**src/rtl/sprite_pkg.sv**
```systemverilog
// rtl/sprite_pkg.sv - shared palette entry type and screen constants for the sprite renderer
package sprite_pkg;

   localparam int COLOR_W  = 4;
   localparam int H_ACTIVE = 640;
   localparam int V_ACTIVE = 480;

   typedef struct packed {
      logic [COLOR_W-1:0] r;
      logic [COLOR_W-1:0] g;
      logic [COLOR_W-1:0] b;
   } pal_entry_t;

endpackage

```
**src/rtl/palettized_anim_sprite_if.sv**
```systemverilog
// rtl/palettized_anim_sprite_if.sv - video timing in, sprite ROM port and colour out
interface palettized_anim_sprite_if #(
   parameter int ADDR_W   = 14,
   parameter int IDX_BITS = 4
);
   logic [9:0]          DrawX;
   logic [9:0]          DrawY;
   logic                blank;
   logic [ADDR_W-1:0]   rom_address;
   logic [IDX_BITS-1:0] rom_q;
   logic [3:0]          red;
   logic [3:0]          green;
   logic [3:0]          blue;
   logic                hit;

   // sprite renderer side
   modport master (
      input  DrawX, DrawY, blank, rom_q,
      output rom_address, red, green, blue, hit
   );

   // VGA controller / ROM / colour mapper side
   modport slave (
      output DrawX, DrawY, blank, rom_q,
      input  rom_address, red, green, blue, hit
   );
endinterface

```
**src/rtl/sprite_palette.sv**
```systemverilog
// rtl/sprite_palette.sv - combinational palette LUT, index to RGB entry
module sprite_palette
   import sprite_pkg::*;
#(
   parameter int IDX_BITS = 4
) (
   input  logic [IDX_BITS-1:0] idx,
   output pal_entry_t          color
);

   // Table contents are regenerated by the palettizer for each sprite.
   always_comb begin
      color = '0;
      case (4'(idx))
         4'h0: color = '{r: 4'h0, g: 4'h0, b: 4'h0};
         4'h1: color = '{r: 4'h1, g: 4'h1, b: 4'h1};
         4'h2: color = '{r: 4'hF, g: 4'h0, b: 4'h0};
         4'h3: color = '{r: 4'h0, g: 4'hF, b: 4'h0};
         4'h4: color = '{r: 4'h0, g: 4'h0, b: 4'hF};
         4'h5: color = '{r: 4'hF, g: 4'h8, b: 4'h0};
         4'h6: color = '{r: 4'h8, g: 4'hF, b: 4'h0};
         4'h7: color = '{r: 4'h0, g: 4'h8, b: 4'hF};
         4'h8: color = '{r: 4'hF, g: 4'hF, b: 4'h0};
         4'h9: color = '{r: 4'hF, g: 4'h0, b: 4'hF};
         4'hA: color = '{r: 4'h0, g: 4'hF, b: 4'hF};
         4'hB: color = '{r: 4'h8, g: 4'h8, b: 4'h8};
         4'hC: color = '{r: 4'h4, g: 4'h4, b: 4'h4};
         4'hD: color = '{r: 4'hC, g: 4'h6, b: 4'h0};
         4'hE: color = '{r: 4'h6, g: 4'hC, b: 4'h0};
         4'hF: color = '{r: 4'hF, g: 4'hF, b: 4'hF};
         default: color = '0;
      endcase
   end

endmodule

```
**src/rtl/palettized_anim_sprite.sv**
```systemverilog
// rtl/palettized_anim_sprite.sv - animated, scaled palettized sprite layer with 3-stage pipeline
module palettized_anim_sprite
   import sprite_pkg::*;
#(
   parameter int IMG_W           = 64,
   parameter int IMG_H           = 64,
   parameter int FRAMES          = 4,
   parameter int IDX_BITS        = 4,
   parameter int SCALE_LOG2      = 0,
   parameter int FRAME_PERIOD    = 8,
   parameter int TRANSPARENT_IDX = 0,
   parameter int ADDR_W          = $clog2(FRAMES*IMG_W*IMG_H),
   parameter int FRAME_W         = (FRAMES > 1) ? $clog2(FRAMES) : 1
) (
   input  logic                    vga_clk,
   input  logic                    reset,
   palettized_anim_sprite_if.master vid,
   input  logic [9:0]              pos_x,
   input  logic [9:0]              pos_y,
   input  logic                    anim_en,
   output logic [FRAME_W-1:0]      frame_idx
);

   localparam int PW    = (FRAME_PERIOD > 1) ? $clog2(FRAME_PERIOD) : 1;
   localparam int WIN_W = IMG_W << SCALE_LOG2;
   localparam int WIN_H = IMG_H << SCALE_LOG2;

   logic                fs_q, fs_cond, fs, wrap_period;
   logic [9:0]          px, py, eff_px, eff_py;
   logic [PW-1:0]       period_cnt;
   logic [FRAME_W-1:0]  next_frame, eff_frame;
   logic signed [10:0]  rel_x, rel_y;
   logic                in_win;
   logic [ADDR_W-1:0]   addr_full;
   logic                s1_win, s1_blank, s2_win, s2_blank;
   pal_entry_t          pal_color;

   // Frame-start edge, counter wrap, and the FS bypass so (0,0) already sees new position/frame.
   always_comb begin
      fs_cond     = (vid.DrawX == 10'd0) && (vid.DrawY == 10'd0);
      fs          = fs_cond && !fs_q;
      wrap_period = (period_cnt == PW'(FRAME_PERIOD - 1));
      next_frame  = (frame_idx == FRAME_W'(FRAMES - 1)) ? '0 : frame_idx + 1'b1;
      eff_px      = fs ? pos_x : px;
      eff_py      = fs ? pos_y : py;
      eff_frame   = (fs && anim_en && wrap_period) ? next_frame : frame_idx;
      rel_x       = $signed({1'b0, vid.DrawX}) - $signed({1'b0, eff_px});
      rel_y       = $signed({1'b0, vid.DrawY}) - $signed({1'b0, eff_py});
      in_win      = !rel_x[10] && !rel_y[10]
                    && ({1'b0, rel_x[9:0]} < 11'(WIN_W))
                    && ({1'b0, rel_y[9:0]} < 11'(WIN_H))
                    && (vid.DrawX < 10'(H_ACTIVE))
                    && (vid.DrawY < 10'(V_ACTIVE));
      addr_full   = ADDR_W'(eff_frame) * ADDR_W'(IMG_W * IMG_H)
                    + ADDR_W'(rel_y[9:0] >> SCALE_LOG2) * ADDR_W'(IMG_W)
                    + ADDR_W'(rel_x[9:0] >> SCALE_LOG2);
   end

   // Per-frame state: position latch and animation counters, updated only at frame start.
   always_ff @(posedge vga_clk or posedge reset) begin
      if (reset) begin
         fs_q       <= 1'b0;
         px         <= '0;
         py         <= '0;
         period_cnt <= '0;
         frame_idx  <= '0;
      end else begin
         fs_q <= fs_cond;
         if (fs) begin
            px <= pos_x;
            py <= pos_y;
            if (anim_en) begin
               if (wrap_period) begin
                  period_cnt <= '0;
                  frame_idx  <= next_frame;
               end else begin
                  period_cnt <= period_cnt + 1'b1;
               end
            end
         end
      end
   end

   // S1/S2: ROM address (held outside the window) and the flags that travel with it.
   always_ff @(posedge vga_clk or posedge reset) begin
      if (reset) begin
         vid.rom_address <= '0;
         s1_win          <= 1'b0;
         s1_blank        <= 1'b0;
         s2_win          <= 1'b0;
         s2_blank        <= 1'b0;
      end else begin
         if (in_win) vid.rom_address <= addr_full;
         s1_win   <= in_win;
         s1_blank <= vid.blank;
         s2_win   <= s1_win;
         s2_blank <= s1_blank;
      end
   end

   sprite_palette #(.IDX_BITS(IDX_BITS)) u_palette (
      .idx   (vid.rom_q),
      .color (pal_color)
   );

   // S3: register palette colour for opaque in-window active pixels, black otherwise.
   always_ff @(posedge vga_clk or posedge reset) begin
      if (reset) begin
         vid.red   <= '0;
         vid.green <= '0;
         vid.blue  <= '0;
         vid.hit   <= 1'b0;
      end else if (s2_blank && s2_win && (vid.rom_q != IDX_BITS'(TRANSPARENT_IDX))) begin
         vid.red   <= pal_color.r;
         vid.green <= pal_color.g;
         vid.blue  <= pal_color.b;
         vid.hit   <= 1'b1;
      end else begin
         vid.red   <= '0;
         vid.green <= '0;
         vid.blue  <= '0;
         vid.hit   <= 1'b0;
      end
   end

endmodule

```
**src/flat_wrapper.sv**
```systemverilog
// flat-port wrapper written by rule: the top's interface ports become plain ports
module palettized_anim_sprite_flat import sprite_pkg::*;
#(
   parameter int IMG_W           = 64,
   parameter int IMG_H           = 64,
   parameter int FRAMES          = 4,
   parameter int IDX_BITS        = 4,
   parameter int SCALE_LOG2      = 0,
   parameter int FRAME_PERIOD    = 8,
   parameter int TRANSPARENT_IDX = 0,
   parameter int ADDR_W          = $clog2(FRAMES*IMG_W*IMG_H),
   parameter int FRAME_W         = (FRAMES > 1) ? $clog2(FRAMES) : 1
)
  (vga_clk, reset, pos_x, pos_y, anim_en, frame_idx, vid_DrawX, vid_DrawY, vid_blank, vid_rom_q, vid_rom_address, vid_red, vid_green, vid_blue, vid_hit);
  palettized_anim_sprite_if #(.ADDR_W(ADDR_W), .IDX_BITS(IDX_BITS)) vid_i ();
  input  logic vga_clk;
  input  logic reset;
  input  logic [9:0] pos_x;
  input  logic [9:0] pos_y;
  input  logic anim_en;
  output logic [FRAME_W-1:0] frame_idx;
  input wire logic [$bits(vid_i.DrawX)-1:0] vid_DrawX;
  input wire logic [$bits(vid_i.DrawY)-1:0] vid_DrawY;
  input wire logic [$bits(vid_i.blank)-1:0] vid_blank;
  input wire logic [$bits(vid_i.rom_q)-1:0] vid_rom_q;
  output wire logic [$bits(vid_i.rom_address)-1:0] vid_rom_address;
  output wire logic [$bits(vid_i.red)-1:0] vid_red;
  output wire logic [$bits(vid_i.green)-1:0] vid_green;
  output wire logic [$bits(vid_i.blue)-1:0] vid_blue;
  output wire logic [$bits(vid_i.hit)-1:0] vid_hit;
  assign vid_i.DrawX = vid_DrawX;
  assign vid_i.DrawY = vid_DrawY;
  assign vid_i.blank = vid_blank;
  assign vid_i.rom_q = vid_rom_q;
  assign vid_rom_address = vid_i.rom_address;
  assign vid_red = vid_i.red;
  assign vid_green = vid_i.green;
  assign vid_blue = vid_i.blue;
  assign vid_hit = vid_i.hit;
  palettized_anim_sprite #(.IMG_W(IMG_W), .IMG_H(IMG_H), .FRAMES(FRAMES), .IDX_BITS(IDX_BITS), .SCALE_LOG2(SCALE_LOG2), .FRAME_PERIOD(FRAME_PERIOD), .TRANSPARENT_IDX(TRANSPARENT_IDX), .ADDR_W(ADDR_W), .FRAME_W(FRAME_W)) u_core (.vga_clk(vga_clk), .reset(reset), .vid(vid_i), .pos_x(pos_x), .pos_y(pos_y), .anim_en(anim_en), .frame_idx(frame_idx));
endmodule
```
**config.mk**
```make
export PLATFORM = sky130hd
export DESIGN_NAME = palettized_anim_sprite_flat
export DESIGN_NICKNAME = d
export VERILOG_FILES = /design/src/rtl/sprite_pkg.sv /design/src/rtl/palettized_anim_sprite_if.sv /design/src/rtl/sprite_palette.sv /design/src/rtl/palettized_anim_sprite.sv /design/src/flat_wrapper.sv
export SDC_FILE = /design/constraint.sdc
export NUM_CORES = 1
export LEC_CHECK = 0
export CAP_MARGIN = 40
export CORE_MARGIN = 3
export CORE_UTILIZATION = 50
export CTS_CLUSTER_DIAMETER = 40
export DETAILED_ROUTE_END_ITERATION = 16
export GPL_TIMING_DRIVEN = 0
export PLACE_DENSITY_LB_ADDON = 0.05
export SYNTH_ARGS = -nofsm -noshare
export SYNTH_HDL_FRONTEND = slang
export SYNTH_HIERARCHICAL = 1
export SYNTH_SLANG_ARGS = --single-unit
```
**constraint.sdc**
```tcl
create_clock -name vga_clk -period 8.4 [get_ports vga_clk]
set_input_delay 1.26 -clock vga_clk [delete_from_list [all_inputs] [get_ports vga_clk]]
set_output_delay 1.26 -clock vga_clk [all_outputs]
set_load 0.01 [all_outputs]
```
==> out/results.txt <==
Number of core rows = 31
Cell-internal power = 0.5082 mW
Relative slew slack = 0.4431
Fraction of power consumed by combinational cells = 0.189
Complex-gate fraction of the synthesized area = 0.1625
Number of setup buffers added after CTS = 0
Master cell of the clock root buffer = clkbuf_8
Unrepaired setup endpoints after global routing = no
GR Overflow Total = 0
Synthesized net count = 503
Fraction of met1 tracks used by global routing = 0.2971
Post-synth design cell area = 3973 µm²
Maximum level of the CTS H-tree = 3
Flip-flop and latch area = 1426 µm²
Sum Neg Setup Slack = 0 ps
Area Growth Syn to Fin = 28.47%
Largest cells by area after synthesis = dfrtp_1, ha_1, mux2i_1
Share of power burned in registers = 0.400
Weighted congestion reported at the end of routability-driven placement = 0.8867
Worst vdd ir = 0.0001183 V
Share of final-layout standard cells stronger than drive strength 1 = 0.09785
P per Cell Area = 136.3 nW/µm²
Largest net degree at the start of global routing = 38
Fraction of met2 tracks used by global routing = 0.3679
Average wire length per cell after detail routing = 15.38 µm
Post-CTS resize count = 0
Register-to-register setup slack = 3300 ps
Worst setup SP type = input pin
Vias in the first global route = 3,366
Number of cells on the worst reg-to-reg path = 20
Async set or reset register ratio after synthesis = 1.000
Count of cells along the worst hold path = 0
Clock-pin slew of the registers on the worst-case setup and hold paths = 70 ps
Crit. Startpoint = vid_DrawX[1]
Worst flop-to-flop path endpoint = u_core/vid.rom_address[12]
Clock share of power = 0.411
Unique cell type count in the Yosys netlist = 62
Cell Chain, Critical Path = clkdlybuf4s50_1, nor4_2, nand4_2, or2_2, buf_2, mux2i_1, ha_1, nor2b_1, or2_2, and2_1, a31o_1, a311o_1, a21oi_2, xnor2_1, inv_1, fa_1, nor3_1, a21oi_1, a2111o_1, o21a_1
Share of the synthesized area in the top cell type = 0.3591
Critical Path Sink Type = flip-flop
CTS Sinks = 57
Actual slew at the worst max-slew pin = 832.3 ps
Routed Wire Length = 9381 µm
Worst clock skew = 8.260 ps
Final net count = 592
Endpoint of the worst setup timing path = u_core/vid.rom_address[12]
Cell taking the most area after synthesis = dfrtp_1
Leakage power total = 2.543 nW
Post-Synthesis Mean Instance Area = 9.527 µm²
Post-synthesis share of cell area spent on full adders, half adders and majority gates = 0.1254
Wire length of the first global-routing pass = 15,860 µm
Area taken by multi-input logic gates = 2336 µm²
Net switching component of the power = 0.1874 mW
Number of failing hold endpoints at the final stage = 0
Xor and xnor area share after synthesis = 0.04094
Ys flop type = dfrtp_1
Mux cell area share after synthesis = 0.08126
Met3 usage = 0.05367
Fillers = 612
Required arrival time at the worst endpoint = 8630 ps
Count of inserted antenna diode cells = 0
Std-Cell Core Area = 7486 µm²
Worst-case clock buffer depth = 2
Floorplan die width = 95.14 µm
Arrival time of the worst setup path = 6930 ps
Final hold slack = 351.5 ps
Main combinational cell family by area after synthesis = simple AND/OR/NAND/NOR gates
Top cell by count, worst path = or2_2
Most frequent cells after synthesis = dfrtp_1, inv_1, ha_1, nand2_1, o21ai_0
Port buffer count = 76
Synthesized-area fraction occupied by and/or/nand/nor cells = 0.1780
Yosys synthesis warning count = 6
Clock tree from TritonCTS = done
DRC violation total after the first TritonRoute iteration = 135
Final setup vio count = 0
Total number of vias = 3,281
Slowest cell on the critical path = clkdlybuf4s50_1
Most common cell in the netlist = dfrtp_1
DPL Wire Length = 7399 µm
Initial Util = 0.5307
Total global-route track usage = 0.2251
Post-route DRC = 0
Time the final worst path needs with I/O delays and setup = 6703 ps
Final worst path period share = 0.7979
Switching Fraction = 0.2694
Total of flip-flops plus latches after synthesis = 57
# hold bufs at CTS = 0
Vias per cell = 5.379
Critical path class = input pin to flip-flop
Top-level I/O count = 77
Biggest fanout along the worst timing path = 10
Largest stage delay on the critical path = 560 ps
Number of buffers created by CTS = 9
Run status = completed
Residual antenna-violating net count after detailed routing = 0
Number of max-slew violations in the final report = 0
Number of flops mapped to enable cells by yosys = 0
Die Span Y = 95.14 µm
Drt pass-1 iters = 4
Peak Freq = 0.1492 GHz
Global route hottest layer = met2
Class of the tightest hold or removal check = flip-flop to flip-flop
Launch point of the worst reg-to-reg path = u_core/fs_q
Number of violations of the max-capacitance limit = 0
Min-Delay Startpoint = u_core/s1_blank
Sequential element share of the synthesized area = 0.3591
Clock latency reported for the late side of the worst-skew pair = 330 ps
Post-Synthesis Cells = 417
Full die area = 9051 µm²
Number of antenna violations at the first check in global routing = 0
worst min-delay path by stage:
stage / slack, ps / endpoint
5_1_grt: 370 / u_core/s2_win
6_report: 350 / u_core/s2_blank
4_1_cts: 350 / u_core/s2_blank
3_3_place_gp: 340 / u_core/s2_blank
3_5_place_dp: 340 / u_core/s2_blank
2_1_floorplan: 330 / u_core/s2_blank
flip-flops by register name, indices dropped and copies added, names as in the netlist:
name	flops
u_core/s2_blank	1
u_core/s2_win	1
u_core/period_cnt	3
u_core/vid.hit	1
u_core/py	10
u_core/s1_blank	1
u_core/s1_win	1
u_core/fs_q	1
u_core/px	10
u_core/frame_idx	2
u_core/vid.green	4
u_core/vid.blue	4
u_core/vid.rom_address	14
u_core/vid.red	4
layout by cell type, fill, tap and decap left out, types with 9 or more instances in the layout:
cell type,instances
clkdlybuf4s50_1,76
dfrtp_1,57
inv_1,36
nand2_1,35
ha_1,35
o21ai_0,24
mux2i_1,21
nor2_1,17
a21oi_1,17
and2_1,14
nand2b_1,12
xnor2_1,12
a21o_1,11
nor3_1,11
clkbuf_8,9
layer usage:
metal  vias up  routed length, µm
li1       1649                  -
met1      1552               4331
met2        71               4514
met3         9                435
met4         0                 99
met5         -                  0
power by group through the flow:
stage | Sequential [mW] | Clock [mW] | Combinational (mW)
finish | 0.278 | 0.286 | 0.131
global route | 0.279 | 0.305 | 0.147
detailed placement | 0.284 | 0 | 0.131
CTS | 0.278 | 0.294 | 0.132
global placement | 0.284 | 0 | 0.127
floorplan | 0.285 | 0 | 0.0782
critical path, delay by kind of cell:
family	cells	cell delay (ps)
fa+ha+maj	2	810
xor+xnor	1	250
simple gates	7	1930
mux	1	360
buf+inv	3	930
compound gates	6	1380
cell families after synthesis:
kind of cell / Yosys count
buffers and inverters: 49
multiplexers: 30
adder cells (fa/ha/maj): 38
flip-flops: 57
XOR/XNOR: 17
AO/OA/AOI/OAI: 95
AND/OR/NAND/NOR: 131
through the flow:
stage | cells | power [mW] | utilization | worst slack [ps] | cell area, µm²
6_report | 610 | 0.6957 | 0.6818 | 1697 | 5104
5_1_grt | 610 | 0.7309 | 0.6818 | 1311 | 5104
4_1_cts | 610 | 0.7046 | 0.6818 | 1698 | 5104
3_5_place_dp | 594 | 0.4147 | 0.6525 | 1428 | 4885
3_3_place_gp | 592 | 0.4101 | 0.6488 | 1365 | 4857
2_1_floorplan | 417 | 0.3628 | - | 2621 | 3973
cell type report:
type / count / share of cell area
Buffer: 12 / 0.01397
Clock buffer: 9 / 0.02427
Timing Repair Buffer: 78 / 0.1544
Clock inverter: 7 / 0.01863
Tap cell: 99 / 0.02427
Inverter: 37 / 0.02721
Multi-Input combinational cell: 311 / 0.4577
Sequential cell: 57 / 0.2795
Note: power is estimated with default switching activity, not from simulation.
